<file path="config.mk">
export PLATFORM = sky130hd
export DESIGN_NAME = pipelined_addsub
export DESIGN_NICKNAME = d
export VERILOG_FILES = /design/src/rtl/pipelined_addsub_pkg.sv /design/src/rtl/pipelined_addsub_stage.sv /design/src/rtl/pipelined_addsub.sv
export SDC_FILE = /design/constraint.sdc
export NUM_CORES = 1
export LEC_CHECK = 0
export ABC_CLOCK_PERIOD_IN_PS = 2550
export CAP_MARGIN = 40
export CORE_MARGIN = 3
export CORE_UTILIZATION = 50
export DETAILED_ROUTE_END_ITERATION = 12
export HOLD_SLACK_MARGIN = 0.03
export PLACE_DENSITY = 0.8
export SLEW_MARGIN = 10
export SYNTH_ARGS = -nofsm -noshare
export SYNTH_HDL_FRONTEND = slang
export SYNTH_SLANG_ARGS = --single-unit
</file>
<file path="constraint.sdc">
create_clock -name clk -period 2.55 [get_ports clk]
set_input_delay 0.3825 -clock clk [delete_from_list [all_inputs] [get_ports clk]]
set_output_delay 0.3825 -clock clk [all_outputs]
set_load 0.05 [all_outputs]
</file>
<file path="src/rtl/pipelined_addsub_pkg.sv">
// pipelined_addsub_pkg: shared operation type and chunk sizing for the pipelined adder/subtractor
package pipelined_addsub_pkg;
  typedef enum logic {OP_ADD = 1'b0, OP_SUB = 1'b1} op_e;
  function automatic int chunk_w(input int width, input int stages);
    return width / stages;
  endfunction
endpackage

</file>
<file path="src/rtl/pipelined_addsub_stage.sv">
// addsub_stage: one carry chunk of the adder plus its valid/ready register slice
module addsub_stage
  import pipelined_addsub_pkg::*;
#(
  parameter int WIDTH  = 32,
  parameter int STAGES = 4,
  parameter int TAG_W  = 4,
  parameter int K      = 0,
  parameter int PW     = 3 * WIDTH + TAG_W + 2
) (
  input  logic          clk,
  input  logic          rst,
  input  logic          in_valid,
  output logic          in_ready,
  input  logic [PW-1:0] in_pl,
  output logic          out_valid,
  input  logic          out_ready,
  output logic [PW-1:0] out_pl
);
  localparam int C = chunk_w(WIDTH, STAGES);
  typedef struct packed {
    logic [TAG_W-1:0] tag;
    op_e              op;
    logic             c;
    logic [WIDTH-1:0] sum;
    logic [WIDTH-1:0] bp;
    logic [WIDTH-1:0] a;
  } pl_t;
  pl_t p, nxt, pl_d, pl_q;
  logic v_d, v_q, co;
  logic [C-1:0] s;
  assign p = pl_t'(in_pl);
  assign {co, s} = {1'b0, p.a[K*C +: C]} + {1'b0, p.bp[K*C +: C]} + {{C{1'b0}}, p.c};
  // an empty slice accepts even when downstream is stalled, collapsing bubbles
  assign in_ready = !v_q || out_ready;
  always_comb begin
    nxt = p;
    nxt.sum[K*C +: C] = s;
    nxt.c = co;
    v_d = in_ready ? in_valid : v_q;
    pl_d = (in_ready && in_valid) ? nxt : pl_q;
  end
  always_ff @(posedge clk) begin
    if (rst) begin
      v_q <= 1'b0;
      pl_q <= '0;
    end else begin
      v_q <= v_d;
      pl_q <= pl_d;
    end
  end
  assign out_valid = v_q;
  assign out_pl = pl_q;
endmodule

</file>
<file path="src/rtl/pipelined_addsub.sv">
// pipelined_addsub: carry-chunked pipelined add/sub with valid/ready on both sides.
// Define PIPELINED_ADDSUB_SAT_EN to clamp overflowing results to signed max/min.
module pipelined_addsub
  import pipelined_addsub_pkg::*;
#(
  parameter int WIDTH  = 32,
  parameter int STAGES = 4,
  parameter int TAG_W  = 4
) (
  input  logic             clk,
  input  logic             rst,
  input  logic             in_valid,
  output logic             in_ready,
  input  logic [WIDTH-1:0] in_a,
  input  logic [WIDTH-1:0] in_b,
  input  logic             in_cin,
  input  logic             in_sub,
  input  logic [TAG_W-1:0] in_tag,
  output logic             out_valid,
  input  logic             out_ready,
  output logic [WIDTH-1:0] out_sum,
  output logic             out_cout,
  output logic             out_ovf,
  output logic [TAG_W-1:0] out_tag
);
  typedef struct packed {
    logic [TAG_W-1:0] tag;
    op_e              op;
    logic             c;
    logic [WIDTH-1:0] sum;
    logic [WIDTH-1:0] bp;
    logic [WIDTH-1:0] a;
  } pl_t;
  localparam int PW = $bits(pl_t);
  logic [STAGES:0] v, rdy;
  logic [STAGES:0][PW-1:0] pl;
  pl_t p0, fin;
  logic ovf, unused_fin;
  // subtraction is a + ~b + ~cin, so invert once at entry and reuse the adder chain
  always_comb begin
    p0 = '0;
    p0.a = in_a;
    p0.op = in_sub ? OP_SUB : OP_ADD;
    p0.bp = (p0.op == OP_SUB) ? ~in_b : in_b;
    p0.c = (p0.op == OP_SUB) ? ~in_cin : in_cin;
    p0.tag = in_tag;
  end
  assign v[0] = in_valid;
  assign pl[0] = p0;
  assign rdy[STAGES] = out_ready;
  assign in_ready = rdy[0] && !rst;
  genvar k;
  for (k = 0; k < STAGES; k++) begin : g_st
    addsub_stage #(
      .WIDTH (WIDTH),
      .STAGES(STAGES),
      .TAG_W (TAG_W),
      .K     (k),
      .PW    (PW)
    ) u_stage (
      .clk      (clk),
      .rst      (rst),
      .in_valid (v[k]),
      .in_ready (rdy[k]),
      .in_pl    (pl[k]),
      .out_valid(v[k+1]),
      .out_ready(rdy[k+1]),
      .out_pl   (pl[k+1])
    );
  end
  assign fin = pl_t'(pl[STAGES]);
  assign ovf = (fin.a[WIDTH-1] == fin.bp[WIDTH-1]) && (fin.sum[WIDTH-1] != fin.a[WIDTH-1]);
`ifdef PIPELINED_ADDSUB_SAT_EN
  assign out_sum = ovf ? {fin.a[WIDTH-1], {(WIDTH-1){~fin.a[WIDTH-1]}}} : fin.sum;
`else
  assign out_sum = fin.sum;
`endif
  assign out_valid = v[STAGES];
  assign out_cout = fin.c;
  assign out_ovf = ovf;
  assign out_tag = fin.tag;
  assign unused_fin = ^{fin.a[WIDTH-2:0], fin.bp[WIDTH-2:0], fin.op};
endmodule

</file>
==> results of run 1 <==
[kinds of logic after synthesis]
kind of cell             count (synthesis)
AO/OA/AOI/OAI                          263
XOR/XNOR                                34
adder cells (fa/ha/maj)                 36
buffers and inverters                  121
flip-flops                             202
multiplexers                             1
AND/OR/NAND/NOR                        431
[final cells by class]
class	count	area [um^2]	area share (%)
repair buffers	140	1390	13.05
well taps	220	275.3	2.585
clock buffers	29	615.6	5.780
clock inverters	5	100.1	0.9399
flip-flops and latches	202	4044	37.97
inverters	15	56.30	0.5287
multi-input cells	765	4169	39.14
[routing by layer]
metal | vias to the layer above | share of wire, %
li1 | 3756 | -
met1 | 3301 | 48
met2 | 180 | 45
met3 | 20 | 5.2
met4 | 0 | 1.2
met5 | - | 0
[registers in the layout, summed over array words and instances, names as in the netlist]
name,flops
g_st.u_stage.out_valid,4
g_st.u_stage.out_pl,198
[critical path: cells and delay by family]
kind	cells	cell delay (ns)
adders and majority gates	2	0.61
AOI/OAI and AO/OA	2	0.30
xor gates and xnor gates	1	0.20
and+or+nand+nor	3	0.68
buffers and inverters	2	0.54
[report_power, final]
group / switching, mW / internal, mW
logic: 0.371 / 0.331
registers: 0.0751 / 3.27
clock network: 1.17 / 1.97
total: 1.61 / 5.57
[worst paths after layout]
kind	to	start	slack (ns)
setup / recovery	g_st[0].u_stage.out_pl[70]$_SDFFE_PP0P_	in_b[0]	0.26
hold / removal	g_st[1].u_stage.out_pl[74]$_SDFFE_PP0P_	rst	0.31
setup reg to reg	g_st[1].u_stage.out_pl[78]$_SDFFE_PP0P_	g_st[0].u_stage.out_pl[40]$_SDFFE_PP0P_	0.30
hold reg to reg	g_st[2].u_stage.out_pl[67]$_SDFFE_PP0P_	g_st[1].u_stage.out_pl[67]$_SDFFE_PP0P_	0.45
[cells in the final DEF, fill, tap and decap left out, types with 5 or more instances in the layout]
cell type	n
nand2_1	304
dfxtp_1	202
a21oi_1	165
clkdlybuf4s50_1	110
nor2_1	51
a211oi_1	40
ha_1	28
o21ai_0	24
xnor2_1	24
buf_4	23
clkbuf_16	21
inv_1	14
nand3_1	14
or4_1	11
xor2_1	10
nor4b_1	10
fa_1	8
nor3_1	7
a21o_1	6
o22ai_1	6
nor2b_1	6
clkbuf_8	6
a31oi_1	5
or3_1	5
buf_12	5
==> metrics, run 1 <==
first-pass GRT wire length=31910 um; CTS tree=built; DRT antenna net count=0; vias in the first global route=6582; CTS H-tree depth=1; largest family of logic cells by synthesized area=simple AND/OR/NAND/NOR gates; Synth Area in Compound Gates=17.00%; Layout fillers=1520; global-route usage over all layers=19.20%; worst path cell trace=clkdlybuf4s50_1 > xor2_1 > fa_1 > inv_1 > fa_1 > nand2b_1 > a21oi_1 > o22ai_1 > or4_1 > nand3_1; die width=138.9 um; Post-synth EDFFs=0; DIE HEIGHT=138.9 um; pre-CTS WS=-0.2248 ns; Setup CP Type=input port to flop; final setup vio count=0; post-layout util=62.88%; global route hottest layer=met2; CTS buffer count=21; worst-margin pin slew=0.6140 ns; port buffer count=113; Clock Sinks=202; Pwr Total=7.185 mW; Post-Syn Instances=1088; Final WS setup=0.2612 ns; syn avg cell area=8.118 um^2; Final Hold Viols=0; Mapped Area=8832 um^2; Core Footprint=16940 um^2; Cell Area, Placed=9935 um^2; worst skew pair latency=0.49 ns; XOR/XNOR Fraction of Synth Area=3.372%; Yosys reg bits=202; Synth Net Count=1198; layout cells sized above 1=5.882%; CP required=2.97 ns; Fmax=0.4369 GHz; Hold-fix buffers, CTS=0; DR vias/cell=5.274; Final Cell Area=10650 um^2; Clock Tree Buf Depth=3; Largest stage delay, worst path=0.48 ns; First DRT Iteration DRCs=418; Total Wirelength=19330 um; CP max-delay cell=clkdlybuf4s50_1; Synth warnings=0; Antenna Cells=0; power per cell area=674.6 nW/um^2; Max Cap Violations=0; Initial Utilization=52.15%; class of the worst hold path=input port to flop; CP most frequent cell=fa_1; post-synthesis adder-cell area fraction=5.780%; fin cells=1376; Post CTS Setup Buffer Count=0; cell taking the most area after synthesis=dfxtp_1; count leader, synth=nand2_1; total congestion overflow=0; portion of netlist area occupied by mux cells=0.1133%; CTS root buf=clkbuf_16; IO Pins=114; Worst VDD drop=0.0005319 V; top_reg_cell synth=dfxtp_1; post-synthesis cell type count=46; detailed-route via count=7257; placed instance count=1342; largest net degree at the start of global routing=72; Data arrival, critical path=2.71 ns; routability-driven placement congestion ratio=0.8345; unrepaired setup endpoints after global routing=no; FF-to-FF path depth=8; met1 global-route usage=27.79%; num rows=47; Synth Area in Simple Gates=20.70%; clk slew on worst S/H paths=0.06 ns; relative slew slack=59.07%; first-pass detailed-route iteration total=5; sequential area share after synthesis=45.79%; fin crit period=2.289 ns; Layout area overhead=20.58%; die area=19290 um^2; Wirelength per Cell=14.05 um; startpoint class of the critical path=input port; Hold Path Depth=2; post_cts resized=0; most common library cells after synthesis=nand2_1 (305), dfxtp_1 (202), a21oi_1 (165), nor2_1 (52), a211oi_1 (40); smallest hold slack=0.3119 ns; met2 usage=30.63%; Final Cycle Share=89.76%; Crit Path Max Fanout=2; Total Neg Setup Slack=0 ns; CP endpoint kind=flop; status=completed; Post-layout nets=1255; initial antenna violation count=0; hpwl dp=13670 um; top cell type's share of synthesized area=45.79%; Slew Limit Fails=0; DR DRC count=0; Area contributors post-synth=dfxtp_1 (46%), nand2_1 (13%), a21oi_1 (9.3%); ys async rst share=0%; GR Layer Usage met3=3.034%; Leakage=3.876 nW; skew final=0.01198 ns
(Power assumes the default switching activity.)
==> run 2: changes to the inputs <==
--- a/config.mk
+++ b/config.mk
@@ -10,6 +10,7 @@
 export CORE_MARGIN = 3
 export CORE_UTILIZATION = 50
 export DETAILED_ROUTE_END_ITERATION = 12
+export GPL_TIMING_DRIVEN = 0
 export HOLD_SLACK_MARGIN = 0.03
 export PLACE_DENSITY = 0.8
 export SLEW_MARGIN = 10
==> metrics, run 2 (same netlist as run 1, synthesis figures left out) <==
Psw=1.665 mW (was 1.613 mW); power per cell area=650.8 nW/um^2 (was 674.6 nW/um^2); First DRT Iteration DRCs=569 (was 418); Clock power frac=42.8% (was 43.7%); worst skew pair latency=0.49 ns (about the same); R2R Setup Slk=0.33 ns (was 0.30 ns); layout cells sized above 1=9.076% (was 5.882%); die area=19290 um^2 (unchanged); Layout area overhead=23.91% (was 20.58%); Combinational Power Share=10.2% (was 9.8%); Total Neg Setup Slack=0 ns (unchanged); class of the worst hold path=input port to flop (unchanged); status=completed (unchanged); global-route usage over all layers=22.27% (was 19.20%); Internal=5.458 mW (was 5.572 mW); DR vias/cell=5.287 (was 5.274); fin crit period=2.498 ns (was 2.289 ns); Antenna Cells=0 (unchanged); vias in the first global route=7282 (was 6582); Worst setup startpoint=rst (was in_b[0]); Slew Limit Fails=0 (unchanged); Seq pwr share=47.0% (was 46.6%); routability-driven placement congestion ratio=0.9065 (was 0.8345); detailed-route via count=7688 (was 7257); CTS buffer count=20 (was 21); pre-CTS WS=-1.027 ns (was -0.2248 ns); first-pass GRT wire length=35780 um (was 31910 um); IO Pins=114 (unchanged); Post CTS Setup Buffer Count=0 (unchanged); total congestion overflow=0 (unchanged); Largest register FFs=198 (unchanged); most common cell after layout, fill and taps aside=nand2_1 (unchanged); die width=138.9 um (unchanged); clk slew on worst S/H paths=0.06 ns (about the same); Layout fillers=1479 (was 1520); Post-layout nets=1332 (was 1255); hpwl dp=16820 um (was 13670 um); Worst VDD drop=0.0005077 V (was 0.0005319 V); largest net degree at the start of global routing=16 (was 72); CP endpoint kind=primary output (was flop); unrepaired setup endpoints after global routing=no (unchanged); first-pass detailed-route iteration total=6 (was 5); skew final=0.005218 ns (was 0.01198 ns); initial antenna violation count=0 (unchanged); Clock Sinks=202 (unchanged); Hold-fix buffers, CTS=0 (unchanged); Leakage=4.085 nW (was 3.876 nW); worst-margin pin slew=0.7849 ns (was 0.6140 ns); CP most frequent cell=buf_4 (was fa_1); Max Cap Violations=0 (unchanged); Clock Tree Buf Depth=3 (unchanged); worst r2r src=g_st[0].u_stage.out_pl[96]$_SDFFE_PP0P_ (was g_st[0].u_stage.out_pl[40]$_SDFFE_PP0P_); Final Cycle Share=97.95% (was 89.76%); Wirelength per Cell=15.27 um (was 14.05 um); startpoint class of the critical path=input port (unchanged); Net Sw Frac=23.38% (was 22.44%); smallest hold slack=0.3015 ns (was 0.3119 ns); relative slew slack=47.67% (was 59.07%); port buffer count=112 (was 113); CTS tree=built (unchanged); Total Wirelength=22210 um (was 19330 um); CTS H-tree depth=1 (unchanged); CP required=2.17 ns (was 2.97 ns); Largest stage delay, worst path=0.62 ns (was 0.48 ns); most frequent cells in the layout=nand2_1 (305), dfxtp_1 (202), a21oi_1 (164) (was nand2_1 (304), dfxtp_1 (202), a21oi_1 (165)); final setup vio count=0 (unchanged); CP max-delay cell=clkdlybuf4s50_1 (unchanged); num rows=47 (unchanged); Fmax=0.4004 GHz (was 0.4369 GHz); CTS root buf=clkbuf_16 (unchanged); DIE HEIGHT=138.9 um (unchanged); hold wc startpoint=in_sub (was rst); Core Footprint=16940 um^2 (unchanged); Final Hold Viols=0 (unchanged); Initial Utilization=52.15% (unchanged); Data arrival, critical path=2.12 ns (was 2.71 ns); Final WS setup=0.05227 ns (was 0.2612 ns); Setup CP Type=input port to primary output (was input port to flop); DR DRC count=0 (unchanged); Crit Path Max Fanout=10 (was 2); post-layout util=64.62% (was 62.88%); DRT antenna net count=0 (unchanged); worst path cell trace=clkdlybuf4s50_1 > buf_4 > buf_2 > clkbuf_4 > a21oi_2 > buf_4 (was clkdlybuf4s50_1 > xor2_1 > fa_1 > inv_1 > fa_1 > nand2b_1 > a21oi_1 > o22ai_1 > or4_1 > nand3_1)
run 2: cell types whose count changed in the layout (fill, tap and decap cells not counted), moves of 4 or more:
| cell | previous run | this run |
|---|---|---|
| buf_2 | 1 | 31 |
| clkbuf_1 | 2 | 31 |
| buf_4 | 23 | 40 |
| buf_12 | 5 | 0 |
| buf_1 | 0 | 4 |
run 2: what timing repair did:
action                                 CTS  global route
setup endpoints to repair                1             2
resized for setup                       10             4
endpoints found under the hold margin    0             0
run 2: metal layers:
metal  track usage [%]  wire [um]  vias up
met4             8.136        726        0
met3             2.862       1369       48
met5                 0          0        -
met2             37.66      10240      250
li1                  -          -     3916
met1             29.33       9874     3474
run 2: final cells by class:
cell class	instances	area [um^2]	area share, %
Inverter	15	56.30	0.5145
Clock inverter	6	82.58	0.7545
Sequential cell	202	4044	36.95
Timing Repair Buffer	112	1119	10.22
Clock buffer	28	611.8	5.591
Multi-Input combinational cell	765	4161	38.02
Tap cell	220	275.3	2.515
Buffer	106	594.3	5.430
run 2: worst paths after layout:
path	cells past startpoint	to
worst min register to register	2	g_st[1].u_stage.out_pl[58]$_SDFFE_PP0P_
worst max register to register	8	g_st[1].u_stage.out_pl[78]$_SDFFE_PP0P_
worst max-delay path	6	in_ready
worst min-delay path	3	g_st[0].u_stage.out_pl[63]$_SDFFE_PP0P_
run 2: per-stage QoR:
step | std cells | cell area (um^2) | power, mW
2_1_floorplan | 1088 | 8835 | 3.834
3_3_place_gp | 1420 | 10230 | 4.110
3_5_place_dp | 1420 | 10230 | 4.129
4_1_cts | 1454 | 10930 | 7.141
5_1_grt | 1454 | 10940 | 7.375
6_report | 1454 | 10940 | 7.123
run 2: worst max-delay path: cells and delay by family:
family / cells / cell delay (ns)
AOI/OAI and AO/OA: 1 / 0.07
buffers and inverters: 5 / 1.65
run 2: power groups by stage:
stage                     logic [mW]  clock network (mW)  registers, mW
after floorplan                0.448                   0           3.39
after global placement         0.701                   0           3.41
after detailed placement       0.717                   0           3.41
after CTS                      0.724                3.08           3.34
after global routing           0.806                3.22           3.35
final                          0.727                3.05           3.34
==> run 3: changes to the inputs <==
--- a/config.mk
+++ b/config.mk
@@ -17,3 +17,4 @@
 export SYNTH_ARGS = -nofsm -noshare
 export SYNTH_HDL_FRONTEND = slang
 export SYNTH_SLANG_ARGS = --single-unit
+export TNS_END_PERCENT = 10
==> results of run 3 <==
The final DEF is identical to that of run 2; final timing and power are the same.
==> variant 1: new RTL, config.mk and constraints of run 1 <==
Put a register stage on the output `out_ovf`. The value now appears one clock later. The other outputs are not delayed to match.
--- a/src/rtl/pipelined_addsub.sv
+++ b/src/rtl/pipelined_addsub.sv
@@ -79,3 +79,5 @@
   assign out_cout = fin.c;
-  assign out_ovf = ovf;
+  always_ff @(posedge clk) begin
+    out_ovf <= ovf;
+  end
   assign out_tag = fin.tag;
Behaviour: not the same (Yosys sat finds a counterexample within 10 cycles, from zero or initial values and one cycle with rst high).
==> variant 1 against run 1 <==
  * Routed wire length down 0.37%
  * Global-route usage about the same
  * Power down 0.95%
  * Combinational power about the same
  * Area after synthesis up 0.23%
  * Maximum frequency rose by 0.18%
  * Worst setup slack better by 4.0 ps
  * Sequential cell count up 1
  * Final cell count rose by 0.44%
  * Final area increased by 0.19%
  * Largest cell class unchanged
==> variant 1: results (changes against run 1) <==
[power_and_ir_drop]
power_frac_clock_pct=43.0  ; -0.7 points
p_seq_share_pct=47.2  ; +0.6 points
cellInternalPower_mw=5.51  ; -1.1%
peakVddDrop_v=0.000499  ; -6.3%
swShare_pct=22.6  ; +0.14 points
power_leakage_nw=3.88  ; +0.21%

[route]
wl_met2_um=8870  ; +0.81%
drt_iter0_drc=507  ; +21%
wl_met1_um=9170  ; -1.4%
routed_wl_um=19300  ; -0.37%
wire_per_inst_um=13.9  ; -0.80%
via_per_inst=5.28  ; about the same

[setup_path]
r2r_slack_ps=280  ; -20 ps
regToRegStartpoint=g_st[2].u_stage.out_pl[24]
rr_endpoint=g_st[3].u_stage.out_pl[96]
worstRegToRegCells=7  ; -1
critical-path-max-stage-delay_ps=480  ; about the same

[synth]
synthCells=1089  ; +0.092%
synthXorXnorAreaFrac_pct=3.36  ; -0.0076 points
yosysSeqAreaShare_pct=45.9  ; +0.12 points
synth_compound_area_share_pct=17.0  ; -0.038 points
synth.area.top_cells=dfxtp_1, nand2_1, a21oi_1, ha_1, a211oi_1
synthAdderAreaFrac_pct=5.77  ; -0.013 points
ys_top_cells_by_count=nand2_1, dfxtp_1, a21oi_1, nor2_1, a211oi_1

[cells_and_area]
num-fill-cells=1514  ; -0.39%
fin_nets=1256  ; +0.080%
drive_gt1_share_pct=5.88  ; about the same

[placement]
dp_slack_ps=-221  ; +4.07 ps
hpwl_um=13600  ; -0.71%
dpl_cell_area_um2=9980  ; +0.42%
dp.cells=1349  ; +0.52%
gp_congestion=0.818  ; -2.0%

[clock_tree]
cts_inserted_buffers=20  ; -4.8%
clk_latency_ps=480

[worst_hold_path]
min_to=g_st[0].u_stage.out_pl[24]
min_path_cells=2  ; unchanged

[grt]
grt_pass1_vias=6816  ; +3.6%
use_met3_pct=3.21  ; +0.17 points
grtUsageMet2_pct=31.8  ; +1.2 points
grt_pass1_wl_um=32100  ; +0.65%
grt_usage_pct=19.2  ; +0.022 points
use_met1_pct=26.7  ; -1.1 points
grt_max_degree=71  ; -1.4%

[sta]
fin_hold_ws_ps=345  ; +33.6 ps
fin_skew_ps=7.44  ; -4.53 ps
relSlewSlack_pct=62.7  ; +3.6 points

[run_status]
status=finished, final reports clean

## variant 1: worst max path at each step
stage / from / endpoint / slack [ps] / depth (start not counted)
after floorplan: in_sub / g_st[0].u_stage.out_pl[70] / 20 / 11
after global placement: in_b[0] / g_st[0].u_stage.out_pl[70] / -160 / 10
after detailed placement: in_cin / g_st[0].u_stage.out_pl[70] / -220 / 10
after CTS: in_cin / g_st[0].u_stage.out_pl[70] / 270 / 10
after global routing: in_b[0] / g_st[0].u_stage.out_pl[71] / 100 / 9
final: in_b[0] / g_st[0].u_stage.out_pl[70] / 270 / 10
## variant 1: area by class of cell
class / instances / area [µm²] / area share, %
repair buffers: 141 / 1400 / 13.1
multi-input cells: 765 / 4180 / 39.1
flip-flops and latches: 203 / 4060 / 38.1
inverters: 15 / 56.3 / 0.528
clock buffers: 30 / 629 / 5.90
well taps: 225 / 282 / 2.64
clock inverters: 3 / 65.1 / 0.610
==> variant 2: new RTL, flow settings as in run 1 <==
Without the edit above. Add a define of `PIPELINED_ADDSUB_SAT_EN`.
--- a/src/rtl/pipelined_addsub.sv
+++ b/src/rtl/pipelined_addsub.sv
@@ -2,2 +2,4 @@
 // Define PIPELINED_ADDSUB_SAT_EN to clamp overflowing results to signed max/min.
+`define PIPELINED_ADDSUB_SAT_EN
+
 module pipelined_addsub
Check against the original RTL: not equivalent (a bounded check fails within 10 cycles, from zero or initial values and one cycle with rst high).
==> variant 2 against run 1 <==
  * Final area increased by 5.1%
  * Sequential share of layout area decreased by 1.8 points
  * Power decreased by 0.97%
  * Clock power decreased by 3%
  * Routed wire length increased by 3.1%
  * Worst setup slack got worse by 26 ps
  * Sequential cell count unchanged
  * Die area increased by 0.38%
  * Worst hold slack got worse by 43 ps
  * Area after synthesis increased by 0.40%
  * Highest routed layer is now met5
==> variant 2: results (changes against run 1) <==
[route]
routed_wl_um=19900  ; +3.1%
wl_met1_um=9620  ; +3.5%
wl_met2_um=8760  ; -0.35%
dr.max_layer_used=met5
routed-wl-met3_um=1110  ; +9.1%
dr_total_vias=7579  ; +4.4%
drt_iter0_drc=507  ; +21%

[power_and_ir_drop]
cellInternalPower_mw=5.47  ; -1.8%
power_leakage_nw=4.11  ; +6.1%
clock_power_mw=3.06  ; -3%
peakVddDrop_v=0.000392  ; -26%

[synth]
ys_top_cells_by_count=nand2_1, dfxtp_1, a21oi_1, nor2_1, a211oi_1
yosysSeqAreaShare_pct=45.6  ; -0.18 points
synth.area.top_cells=dfxtp_1, nand2_1, a21oi_1, ha_1, a211oi_1
yosysUniqueCellTypes=47  ; +2.2%

[sta]
worst_pin_slew_ps=701  ; +86.6 ps
fin_skew_ps=19.8  ; +7.78 ps
finalCriticalPeriod_ps=2310  ; +25.7 ps

[placement]
dpl_cell_area_um2=10500  ; +5.6%
dp_slack_ps=-267  ; -42.2 ps
gp_congestion=0.903  ; +8.2%

[setup_path]
crit_fanout=3  ; +1
r2r_slack_ps=280  ; -20 ps
crit_arrival_ps=2740  ; +30 ps
worstRegToRegCells=7  ; -1

[grt]
grtUsageMet2_pct=31.4  ; +0.74 points
grt_usage_pct=20.0  ; +0.82 points
grt_pass1_wl_um=33500  ; +5.1%
grt_pass1_vias=7020  ; +6.7%
grt_max_degree=74  ; +2.8%
use_met1_pct=28.8  ; +1.0 points
antenna_found_initial=1  ; +1
use_met3_pct=3.17  ; +0.14 points

[cells_and_area]
num-fill-cells=1428  ; -6.1%

[run_status]
status=finished, final reports clean

[variant 2: cell count changes in the layout (fill, tap and decap cells not counted), moves of 2 or more]
cell	change
clkinv_2	+2
o21a_1	+31
buf_4	+6
buf_12	+29
o21ai_0	-2
clkdlybuf4s50_1	-32
clkbuf_8	-4
nand2_1	-2
[variant 2: worst paths after layout]
kind	from	endpoint
setup / recovery	in_b[0]	g_st[0].u_stage.out_pl[70]
hold / removal	rst	g_st[1].u_stage.out_pl[21]
setup reg to reg	g_st[2].u_stage.out_pl[24]	g_st[3].u_stage.out_pl[96]
hold reg to reg	g_st[0].u_stage.out_pl[16]	g_st[1].u_stage.out_pl[16]
[variant 2: stage by stage]
stage / power (mW) / cells / TNS, ps / hold WS [ps] / utilization (%)
floorplan: 3.83 / 1096 / 0 / 427 / -
global placement: 4.10 / 1383 / -297 / 439 / 60.5
detailed placement: 4.12 / 1383 / -488 / 443 / 60.5
CTS: 7.17 / 1417 / 0 / 264 / 64.5
global route: 7.39 / 1417 / 0 / 285 / 64.5
finish: 7.11 / 1417 / 0 / 269 / 64.5
[variant 2: final cells by class]
cell class	count	share of cell area, %
Clock inverter	10	1.23
Multi-Input combinational cell	798	39.5
Tap cell	225	2.52
Timing Repair Buffer	143	15.2
Inverter	15	0.503
Clock buffer	24	4.98
Sequential cell	202	36.1
[variant 2: kinds of logic after synthesis]
family / Yosys count / synth area share, %
muxes: 1 / 0.113
adders and majority gates: 36 / 5.76
AOI/OAI and AO/OA: 294 / 19.6
buffers and inverters: 96 / 4.81
DFF: 202 / 45.6
and+or+nand+nor: 433 / 20.8
xor gates and xnor gates: 34 / 3.36
